`src/rtl/conv_lb_feeder.sv`:
```
// Ingress sequencer for the convolution line buffer: turns a framed pixel stream
// into push/pop/sof/eol commands while enforcing constant line width per frame.
package conv_pkg;
    localparam int PIXEL_W     = 8;
    localparam int IMAGE_MAX_W = 16;
endpackage

module conv_lb_feeder #(
    parameter int PIXEL_W     = conv_pkg::PIXEL_W,
    parameter int IMAGE_MAX_W = conv_pkg::IMAGE_MAX_W,
    parameter int CW          = $clog2(IMAGE_MAX_W+1)
) (
    input  logic               clk,
    input  logic               arst,
    input  logic               en_i,
    input  logic               s_vld_i,
    output logic               s_rdy_o,
    input  logic [PIXEL_W-1:0] s_dat_i,
    input  logic               s_sof_i,
    input  logic               s_eol_i,
    output logic               lb_push_o,
    output logic               lb_pop_o,
    output logic [PIXEL_W-1:0] lb_dat_o,
    output logic               lb_sof_o,
    output logic               lb_eol_o,
    output logic [CW-1:0]      line_w_o,
    output logic [15:0]        row_o,
    output logic               err_vld_o,
    output logic [1:0]         err_code_o
);
    typedef enum logic [1:0] {IDLE, FIRST, LINES, ERR} state_t;

    state_t             state_q, state_d;
    logic [CW-1:0]      col_q, col_d;
    logic [CW-1:0]      line_w_d;
    logic [15:0]        row_d;
    logic               push_d, pop_d, sof_d, eol_d, err_d;
    logic [1:0]         code_d;
    logic [PIXEL_W-1:0] dat_d;
    logic               acc, new_frame, last;

    assign s_rdy_o = en_i;
    assign acc     = s_vld_i & en_i;

    // A sof is a legal frame start outside a frame or exactly on a line boundary.
    assign new_frame = s_sof_i & ((state_q == IDLE) | (state_q == ERR) |
                                  ((state_q == LINES) && (col_q == '0)));

    always_comb begin
        state_d  = state_q;
        col_d    = col_q;
        line_w_d = line_w_o;
        row_d    = row_o;
        push_d   = 1'b0;
        pop_d    = 1'b0;
        sof_d    = 1'b0;
        eol_d    = 1'b0;
        err_d    = 1'b0;
        code_d   = err_code_o;
        dat_d    = lb_dat_o;
        last     = 1'b0;
        if (acc) begin
            if (new_frame) begin
                push_d = 1'b1;
                sof_d  = 1'b1;
                eol_d  = s_eol_i;
                dat_d  = s_dat_i;
                if (s_eol_i) begin
                    line_w_d = CW'(1);
                    row_d    = 16'd1;
                    col_d    = '0;
                    state_d  = LINES;
                end else begin
                    row_d   = 16'd0;
                    col_d   = CW'(1);
                    state_d = FIRST;
                end
            end else if (state_q == FIRST || state_q == LINES) begin
                push_d = 1'b1;
                pop_d  = (state_q == LINES);
                dat_d  = s_dat_i;
                eol_d  = s_eol_i;
                last   = (state_q == FIRST) ? (col_q == CW'(IMAGE_MAX_W-1))
                                            : (col_q == line_w_o - 1'b1);
                if (s_sof_i) begin
                    // Mid-line sof: close the line so the buffer's packing resyncs.
                    eol_d   = 1'b1;
                    err_d   = 1'b1;
                    code_d  = 2'd3;
                    state_d = ERR;
                end else if (state_q == FIRST && s_eol_i) begin
                    line_w_d = CW'(col_q + 1'b1);
                    col_d    = '0;
                    row_d    = 16'd1;
                    state_d  = LINES;
                end else if (last && s_eol_i) begin
                    col_d = '0;
                    row_d = (row_o == 16'hFFFF) ? row_o : row_o + 16'd1;
                end else if (last) begin
                    eol_d   = 1'b1;
                    err_d   = 1'b1;
                    code_d  = 2'd1;
                    state_d = ERR;
                end else if (s_eol_i) begin
                    err_d   = 1'b1;
                    code_d  = 2'd2;
                    state_d = ERR;
                end else begin
                    col_d = CW'(col_q + 1'b1);
                end
            end
        end
    end

    always_ff @(posedge clk or posedge arst) begin
        if (arst) begin
            state_q    <= IDLE;
            col_q      <= '0;
            line_w_o   <= '0;
            row_o      <= '0;
            lb_push_o  <= 1'b0;
            lb_pop_o   <= 1'b0;
            lb_sof_o   <= 1'b0;
            lb_eol_o   <= 1'b0;
            lb_dat_o   <= '0;
            err_vld_o  <= 1'b0;
            err_code_o <= '0;
        end else begin
            state_q    <= state_d;
            col_q      <= col_d;
            line_w_o   <= line_w_d;
            row_o      <= row_d;
            lb_push_o  <= push_d;
            lb_pop_o   <= pop_d;
            lb_sof_o   <= sof_d;
            lb_eol_o   <= eol_d;
            lb_dat_o   <= dat_d;
            err_vld_o  <= err_d;
            err_code_o <= code_d;
        end
    end
endmodule
```
`config.mk`:
```
export PLATFORM = sky130hd
export DESIGN_NAME = conv_lb_feeder
export DESIGN_NICKNAME = d
export VERILOG_FILES = /design/src/rtl/conv_lb_feeder.sv
export SDC_FILE = /design/constraint.sdc
export NUM_CORES = 1
export LEC_CHECK = 0
export CORE_MARGIN = 2
export CORE_UTILIZATION = 51
export DETAILED_ROUTE_END_ITERATION = 7
export GPL_TIMING_DRIVEN = 1
export PLACE_DENSITY = 0.84
export SETUP_SLACK_MARGIN = 0.15
export SLEW_MARGIN = 40
export SYNTH_ARGS = -nofsm -noshare
export SYNTH_HDL_FRONTEND = slang
export SYNTH_SLANG_ARGS = --single-unit
```
`constraint.sdc`:
```
create_clock -name clk -period 3.3 [get_ports clk]
set_input_delay 0.825 -clock clk [delete_from_list [all_inputs] [get_ports clk]]
set_output_delay 0.825 -clock clk [all_outputs]
set_load 0.005 [all_outputs]
```
==> results_dict.tcl <==
set metrics [dict create \
    status "completed" \
    critPathLaunchType "flop" \
    dp.cells 366 \
    synthFlopType "dfrtp_1" \
    clk_latency_ps 310 \
    pwr-share-seq_pct 33.8 \
    yosysTopAreaCellShare_pct 43.0 \
    switching_share_pct 38.3 \
    crit_family "compound AO/OA/AOI/OAI gates" \
    finalCriticalPeriod_ps 2980 \
    max_freq_mhz 336 \
    dieArea_mm2 0.00548 \
    drive_gt1_share_pct 13.4 \
    critical_path_class "reg2reg" \
    drt_wl_total_mm 5.71 \
    rr_startpoint "line_w_o[0]" \
    clk_pin_slew_ps 80 \
    globalplace.congestion 0.884 \
    clk_path_buf_depth 2 \
    p_comb_share_pct 47.8 \
    maxSlewViolCount 0 \
    nets 330 \
    cp_max_fo 14 \
    crit_cells 11 \
    ys_ff_latch 43 \
    worstPathBufferInverterCount 1 \
    cts.sinks 43 \
    total_power_mw 2.38 \
    synthCells 252 \
    rows 25 \
    worst_pin_slew_ps 781 \
    drtPass1Iterations 4 \
    period_share_pct 90.2 \
    p_int_mw 1.47 \
    fin_cells 374 \
    hold_path_class "reg2reg" \
    yosys-top-cells-count "dfrtp_1 (43), nor2_1 (25), nand2_1 (19), inv_1 (15)" \
    pwr-share-clk_pct 18.4 \
    maxCapViolCount 0 \
    synth_area_leader_cell "dfrtp_1" \
    htree_levels 2 \
    dp_hpwl_mm 4.18 \
    synth_edf_count 0 \
    crit_slowest_cell "dfrtp_1" \
    fill_cells 372 \
    cts-root-buf "clkbuf_8" \
    finalCoreUtilization_pct 68.0 \
    cts_tree "done" \
    antenna_cells 0 \
    postCtsHoldBufs 0 \
    r2r_setup_slack_ps 320 \
    yosysWarningCount 0 \
    num_vias 2111 \
    finalSetupTns_ps 0 \
    synth.cell_area_mm2 0.00250 \
    cp_data_arrival_time_ps 3220 \
    drt_first_iter_violations 161 \
    final_antenna_net_count 0 \
    crit_path_end "row_o[0]" \
    portBuffers 50 \
    finalSetupViolations 0 \
    crit_required_ps 3540 \
    path_cells "inv_1, ha_1, xor2_1, or3_1, a22o_1, nor3_1, ha_2, o41ai_4, a21o_1, mux2_4, a21oi_2" \
    coreArea_mm2 0.00472 \
    power_density_mw_per_mm2 741 \
    slowest_delay_ps 470 \
    grt_pass1_wl_mm 9.65 \
    vias_per_cell 5.64 \
    final_hold_viol_count 0 \
    initial_core_util_pct 53.0 \
    worst_clock_skew_ps 11.7 \
    ys_types 59 \
    gr-total-overflow 0 \
    r2r_cells 11 \
    cts.repair.resized 0 \
    p_leak_nw 1.34 \
    drcViolationCount 0 \
    antenna_found_initial 0 \
    r2r-end "row_o[0]" \
    cts_inserted_buffers 5 \
    relSlewSlack_pct 47.8 \
    synth_most_common_cell "dfrtp_1" \
    synth.avg_cell_area_um2 9.93 \
    die_w_um 74.0 \
    synth_fp_nets 276 \
    yosysSeqAreaShare_pct 43.0 \
    grt_max_degree 44 \
    endpoint_kind "flop" \
    track_usage_pct 23.2 \
    io_pins 51 \
    area_growth_pct 28.5 \
    fp.dieH_um 74.0 \
    crit_start "line_w_o[0]" \
    cts_setup_buffers 0 \
    power_switching_mw 0.911 \
    grt_pass1_vias 2025 \
    synthArstFlopShare_pct 100 \
    peakVddDrop_uv 436 \
    rsz0062_at_grt "no" \
    synthTopCellsByArea "dfrtp_1 (43%), ha_1 (5.0%), mux2_2 (4.5%)" \
    wl_per_cell_um 15.3 \
]
-- cells by family after synthesis --
group                      Yosys count  synth area share, %
AOI/OAI and AO/OA                   49                 15.1
xor gates and xnor gates            16                 5.60
adders and majority gates           10                 5.00
buffers and inverters               25                 4.30
DFF                                 43                 43.0
muxes                               15                 6.75
and+or+nand+nor                     94                 20.3
-- cells in the final DEF (no fill, tap or decap), drive strengths merged, types with 2 or more instances in the layout --
cell and count:
clkdlybuf4s50 50, dfrtp 43, nor2 25, nand2 19, inv 16, o21ai 15
mux2 12, xnor2 11, nor3 11, ha 10, nand3 9, a21oi 8
nor4 7, buf 7, clkbuf 6, xor2 5, a21o 4, mux2i 3
and3 3, nor3b 3, nor2b 3, a211oi 3, or2 3, o211ai 3
or3 3, a22o 2, o41ai 2, and4bb 2, o31ai 2
-- worst reg2reg max path: stages, from the launching register on --
cell     delay (ps)
dfrtp_1         470
inv_1            70
ha_1            210
xor2_1          180
or3_1           320
a22o_1          240
nor3_1          270
ha_2            290
o41ai_4         180
a21o_1          280
mux2_4          300
a21oi_2         100
-- per-layer routing --
metal | track usage (%) | vias to the layer above | wire length [µm]
met1 | 31.1 | 1016 | 2470
met2 | 35.7 | 76 | 2700
met4 | 9.90 | 0 | 158
li1 | - | 1003 | -
met3 | 6.10 | 16 | 382
met5 | 0 | - | 0
-- metrics by stage --
step / hold WS (ps) / area, µm² / setup WS [ps]
after floorplan: 489 / 2500 / 284
after global placement: 490 / 3090 / 316
after detailed placement: 495 / 3090 / 250
after CTS: 515 / 3210 / 266
after global routing: 536 / 3210 / 156
final: 513 / 3210 / 323
-- power by group through the flow --
stage / Clock, mW / Sequential (mW) / Combinational, mW
global route: 0.474 / 0.824 / 1.25
detailed placement: 0 / 0.809 / 1.13
CTS: 0.449 / 0.801 / 1.14
floorplan: 0 / 0.778 / 0.739
finish: 0.439 / 0.804 / 1.14
global placement: 0 / 0.803 / 1.10
-- registers in the layout, summed over array words and instances (netlist names) --
name / flops
col_q: 5
lb_eol_o: 1
lb_pop_o: 1
row_o: 16
err_vld_o: 1
err_code_o: 2
line_w_o: 5
lb_push_o: 1
state_q: 2
lb_sof_o: 1
lb_dat_o: 8
-- layout make-up --
class / instances / area (µm²) / area share [%]
multi-input combinational: 184 / 1320 / 41.2
sequential: 43 / 1080 / 33.5
timing repair buffer: 57 / 553 / 17.2
tap: 67 / 83.8 / 2.61
clock buffer: 6 / 82.6 / 2.57
inverter: 15 / 56.3 / 1.75
clock inverter: 2 / 38.8 / 1.21
-- how the worst min path moves through the flow --
stage / from / endpoint / slack, ps / cells after the start
floorplan: state_q[0] / state_q[0] / 490 / 1
global placement: lb_dat_o[7] / lb_dat_o[7] / 490 / 1
detailed placement: lb_dat_o[3] / lb_dat_o[3] / 490 / 1
CTS: lb_dat_o[3] / lb_dat_o[3] / 510 / 1
global route: lb_dat_o[0] / lb_dat_o[0] / 540 / 1
finish: lb_dat_o[3] / lb_dat_o[3] / 510 / 1
Note: power is estimated with default switching activity, not from simulation.
==> edit 1 (same settings) <==
Re-encode `state_t` (4 states) as one-hot, 4 bits wide.
--- a/src/rtl/conv_lb_feeder.sv
+++ b/src/rtl/conv_lb_feeder.sv
@@ -30,3 +30,3 @@
 );
-    typedef enum logic [1:0] {IDLE, FIRST, LINES, ERR} state_t;
+    typedef enum logic [3:0] {IDLE = 4'b0001, FIRST = 4'b0010, LINES = 4'b0100, ERR = 4'b1000} state_t;
 
Function: same outputs for any inputs over 4 cycles, from zero or initial values and one cycle with arst high; so few cycles prove little.
==> edit 1 against the unedited design <==
  * Power fell by 11%
  * Combinational power fell by 19%
  * Synthesized cell count rose by 3.6%
  * Setup slack got worse by 0.053 ns
  * Synthesized area rose by 1.1%
  * Count of clock-buffer cells in the layout fell by 1
  * Final cell count rose by 2.9%
  * Cell area rose by 3.4%
  * Routed wire length rose by 3.7%
  * Hold slack got worse by 0.019 ns
  * Fmax fell by 1.7%
  * Largest power group unchanged
  * Highest routed layer unchanged
  * Critical path type unchanged
  * Sequential cell count rose by 2
  * Critical path depth rose by 1
==> edit 1: results (changes against the unedited design) <==
WL/cell=15.4 µm (+0.73%); M3 GR Usage=0.0569 (-0.00407); Final nets=339 (+2.7%); Initial DRT Pass Iterations=4 (unchanged); syn_nets=282 (+2.2%); Hold Path Class=flop to flop; initial detailed-routing violation count=145 (-9.9%); grt met1 use=0.291 (-0.0195); Inserted Diodes=0 (unchanged); Clock Latency Late Sink=0.29 ns (-0.02 ns); initial antenna violation count=0 (unchanged); first-pass GRT wire length=9890 µm (+2.6%); Worst Clk Skew=0.00757 ns (-0.00408 ns); crit-path max FO=9 (-5); kind of cell adding the most delay to the critical path=simple AND/OR/NAND/NOR gates; Final HPWL DP=4210 µm (+0.72%); RR Endpoint=col_q[0]$_DFFE_PP0P_; outcome=finished, final reports clean; total number of vias=2193 (+3.9%); Total Routing Usage GR=0.230 (-0.00162); HP Start=lb_dat_o[0]$_DFFE_PP0P_; CP max stage delay=0.51 ns (+0.04 ns); worst hold endpoint=lb_dat_o[0]$_DFFE_PP0P_; Ys Warns=0 (unchanged); sequential share of the synthesized area=0.446 (+0.0156); RR Startpoint=line_w_o[0]$_DFFE_PP0P_; LEAKAGE=1.41 nW (+5.5%); synth top area cells=dfrtp_1 44%, xor2_1 6.2%, nor2_1 3.9%, mux2_1 3.6%, nand2_1 3.6%; Worst R2R Path Depth=12 (+1); Hold Path Stages=1 (unchanged); Sw Ratio=0.347 (-0.0354); worst vdd ir=490 µV (+12%); worst slew pin tran=0.598 ns (-0.182 ns); pin count of the biggest net entering global routing=46 (+4.5%); r2r setup slk=0.27 ns (-0.05 ns); Placer Congestion=0.920 (+4.1%); Synth cell types=53 (-10%); CP max-delay cell=or4b_4; Commonest cells post-synth=44 x dfrtp_1, 26 x nor2_1, 24 x nand2_1; met2 GRT Util=0.380 (+0.0224); share of layout cells above drive strength 1=0.107 (-0.0266)
==> edit 1: layout make-up <==
type	count	area, µm²
inverters	17	66.3
repair buffers	61	603
fillers	370	1430
multi-input cells	188	1340
clock inverters	2	35.0
flip-flops and latches	45	1130
well taps	67	83.8
clock buffers	5	68.8
==> edit 1: logic make-up (layout without fill, tap and decap cells) <==
group,after synthesis,in the layout,synth area share
simple gates,103,103,0.218
mux,9,9,0.0416
compound gates,46,46,0.136
buf+inv,28,85,0.0440
xor+xnor,23,23,0.0797
flops,45,45,0.446
fa+ha+maj,7,7,0.0346
==> edit 1: power groups by stage <==
stage / clock network (mW) / logic [mW] / registers [mW]
2_1_floorplan: 0 / 0.520 / 0.774
3_3_place_gp: 0 / 0.842 / 0.787
3_5_place_dp: 0 / 0.865 / 0.796
4_1_cts: 0.406 / 0.875 / 0.788
5_1_grt: 0.435 / 1.01 / 0.812
6_report: 0.399 / 0.924 / 0.791
==> edit 1: worst max-delay path by stage <==
stage                                       start                    to  depth (start not counted)
after floorplan           line_w_o[0]$_DFFE_PP0P_  row_o[9]$_DFFE_PP0P_                         13
after global placement    line_w_o[1]$_DFFE_PP0P_  col_q[3]$_DFFE_PP0P_                         10
after detailed placement  line_w_o[1]$_DFFE_PP0P_  col_q[3]$_DFFE_PP0P_                         10
after CTS                 line_w_o[1]$_DFFE_PP0P_  row_o[9]$_DFFE_PP0P_                         13
after global routing      line_w_o[0]$_DFFE_PP0P_  row_o[7]$_DFFE_PP0P_                         13
final                     line_w_o[0]$_DFFE_PP0P_  col_q[0]$_DFFE_PP0P_                         12
==> edit 1: timing repair <==
item,in CTS,in global routing
endpoints found under the setup margin,0,18
gates resized for setup,0,9
buffers inserted,0,2
==> edit 1: routing by layer <==
| metal | share of wire | routed length [µm] |
|---|---|---|
| met2 | 0.49 | 2880 |
| met3 | 0.062 | 366 |
| met5 | 0 | 0 |
| met1 | 0.43 | 2560 |
| met4 | 0.020 | 119 |
==> edit 1: metrics by stage <==
step / cells / setup WS, ns / utilization / instance area [µm²] / hold slack [ns]
final: 385 / 0.271 / 0.699 / 3320 / 0.494
after floorplan: 261 / 0.154 / - / 2560 / 0.483
after CTS: 383 / 0.164 / 0.688 / 3270 / 0.498
after detailed placement: 376 / 0.182 / 0.666 / 3170 / 0.479
after global placement: 376 / 0.285 / 0.666 / 3170 / 0.467
after global routing: 385 / 0.118 / 0.699 / 3320 / 0.516
==> edit 2 (same flow settings) <==
Made on the original files. `PIXEL_W`: 8 -> 6.
--- a/src/rtl/conv_lb_feeder.sv
+++ b/src/rtl/conv_lb_feeder.sv
@@ -3,3 +3,3 @@
 package conv_pkg;
-    localparam int PIXEL_W     = 8;
+    localparam int PIXEL_W     = 6;
     localparam int IMAGE_MAX_W = 16;
Interface: changed (resized lb_dat_o and s_dat_i); port bits go from 51 to 47. No check against the original RTL was run, so the function may have changed too.
==> edit 2 against the unedited design <==
  * Die area decreased by 6.7%
  * Setup slack improved by 0.015 ns
  * Via count decreased by 1.5%
  * Synthesized area decreased by 7.1%
  * Cell area decreased by 7.4%
  * Routed wire length decreased by 6.0%
  * Sequential cell count decreased by 2
  * Count of clock-buffer cells in the layout decreased by 1
  * Power decreased by 15%
  * Combinational power decreased by 15%
  * Largest power group unchanged
==> edit 2: results (changes against the unedited design) <==
RR Endpoint=row_o[15]$_DFFE_PP0P_; outcome=finished, final reports clean; crit path DAT=3.20 ns (-0.02 ns); WL/cell=15.4 µm (+1.0%); RR Startpoint=state_q[1]$_DFFE_PP0P_; r2r setup slk=~0.34 ns; Final Instance Count excl. Fillers=348 (-7.0%); Synth cell types=57 (-3.4%); Placer Congestion=0.957 (+8.3%); GR Overflow Total=0 (unchanged); pin count of the biggest net entering global routing=42 (-4.5%); sequential share of the synthesized area=0.442 (+0.0114); Top Registers=row_o: 16 flops, lb_dat_o: 6 flops; worst vdd ir=408 µV (-6.3%); Placed Cells=339 (-7.4%); initial antenna violation count=0 (unchanged); Clock Latency Late Sink=0.30 ns; first-pass GRT wire length=8940 µm (-7.3%); CTS clk-pin slew, worst paths=0.09 ns; Total Routing Usage GR=0.223 (-0.00918); Initial DRT Pass Iterations=4 (unchanged); Hold Vio Cnt, Final=0 (unchanged); synth top area cells=dfrtp_1 44%, ha_1 5.4%, xnor2_1 4.9%, nor2_1 4.4%, nand2_1 3.2%; Final HPWL DP=3870 µm (-7.6%); Worst Clk Skew=0.0114 ns (-0.000293 ns); worst slew pin tran=0.655 ns (-0.125 ns); LEAKAGE=1.24 nW (-7.3%); Hold Path Stages=2 (+1); placed cell areas=2860 µm² (-7.5%); Commonest cells post-synth=41 x dfrtp_1, 27 x nor2_1, 20 x nand2_1; worst hold endpoint=err_code_o[0]$_DFFE_PP0P_; Max Root-Sink Buffers=2 (unchanged); Hold Path Class=flop to flop; Async SR Flop Fraction=1.00 (unchanged); total number of vias=2079 (-1.5%); Hold WS=0.510 ns (-0.00277 ns); initial detailed-routing violation count=193 (+20%); Num CTS Buffers=5 (unchanged); Final nets=317 (-3.9%); port bufs=46 (-8.0%); HP Start=err_code_o[0]$_DFFE_PP0P_; Inserted Diodes=0 (unchanged); top cell type's share of synthesized area=0.442 (+0.0114); vias in the first global route=1891 (-6.6%); syn_nets=265 (-4.0%); fillers=333 (-10%); Root Buffer=clkbuf_8; DP Worst Slack=0.160 ns (-0.0906 ns); share of layout cells above drive strength 1=0.111 (-0.0221); Syn Area/Cell=9.56 µm² (-3.7%); H-tree level count=2 (unchanged)
[edit 2: worst max-delay path by stage]
stage / from / slack (ns) / endpoint / cells past startpoint
after floorplan: line_w_o[0]$_DFFE_PP0P_ / 0.38 / row_o[5]$_DFFE_PP0P_ / 14
final: state_q[1]$_DFFE_PP0P_ / 0.34 / row_o[15]$_DFFE_PP0P_ / 11
after CTS: line_w_o[0]$_DFFE_PP0P_ / 0.13 / row_o[11]$_DFFE_PP0P_ / 12
after detailed placement: line_w_o[0]$_DFFE_PP0P_ / 0.16 / row_o[11]$_DFFE_PP0P_ / 12
after global routing: line_w_o[0]$_DFFE_PP0P_ / 0.17 / row_o[15]$_DFFE_PP0P_ / 12
after global placement: line_w_o[0]$_DFFE_PP0P_ / 0.31 / row_o[11]$_DFFE_PP0P_ / 12
[edit 2: timing repair]
item | CTS | global route
buffers inserted | 0 | 1
hold endpoints to repair | 0 | 0
gates resized for setup | 0 | 5
pin swaps | 0 | 1
endpoints found under the setup margin | 2 | 12
[edit 2: cell families (layout without fill, tap and decap cells)]
group | Yosys count | count (layout) | synth area share
AO/OA/AOI/OAI | 48 | 48 | 0.150
XOR/XNOR | 18 | 18 | 0.0679
adder cells (fa/ha/maj) | 10 | 10 | 0.0539
buffers and inverters | 28 | 81 | 0.0533
flip-flops | 41 | 41 | 0.442
multiplexers | 8 | 8 | 0.0382
AND/OR/NAND/NOR | 90 | 90 | 0.195
[edit 2: routing by layer]
layer / part of all wire / GRT usage / vias to the layer above
met5: 0 / 0 / -
met3: 0.069 / 0.0422 / 13
met1: 0.43 / 0.307 / 997
li1: - / - / 974
met2: 0.49 / 0.354 / 95
met4: 0.018 / 0.0776 / 0
[edit 2: worst max-delay path, stage by stage, from the launching register on]
cell	delay, ns
dfrtp_1	0.38
inv_1	0.07
ha_1	0.31
or4_4	0.56
nand2_1	0.11
and4_1	0.22
ha_1	0.17
inv_1	0.06
a41o_2	0.34
nor4_2	0.35
and3_1	0.22
a221o_1	0.11
[edit 2: layout make-up]
| cell class | instances | area, µm² | share of cell area |
|---|---|---|---|
| clock buffers | 5 | 68.8 | 0.0231 |
| well taps | 52 | 65.1 | 0.0219 |
| flip-flops and latches | 41 | 1030 | 0.345 |
| inverters | 18 | 70.1 | 0.0235 |
| clock inverters | 3 | 17.5 | 0.00588 |
| repair buffers | 55 | 528 | 0.177 |
| multi-input cells | 174 | 1200 | 0.404 |
[edit 2: where the power goes]
group | switching (mW) | leakage, nW | internal [mW] | total [mW]
Combinational | 0.509 | 0.665 | 0.462 | 0.971
Sequential | 0.109 | 0.531 | 0.611 | 0.720
Clock | 0.179 | 0.0439 | 0.146 | 0.325
Total | 0.797 | 1.24 | 1.22 | 2.02
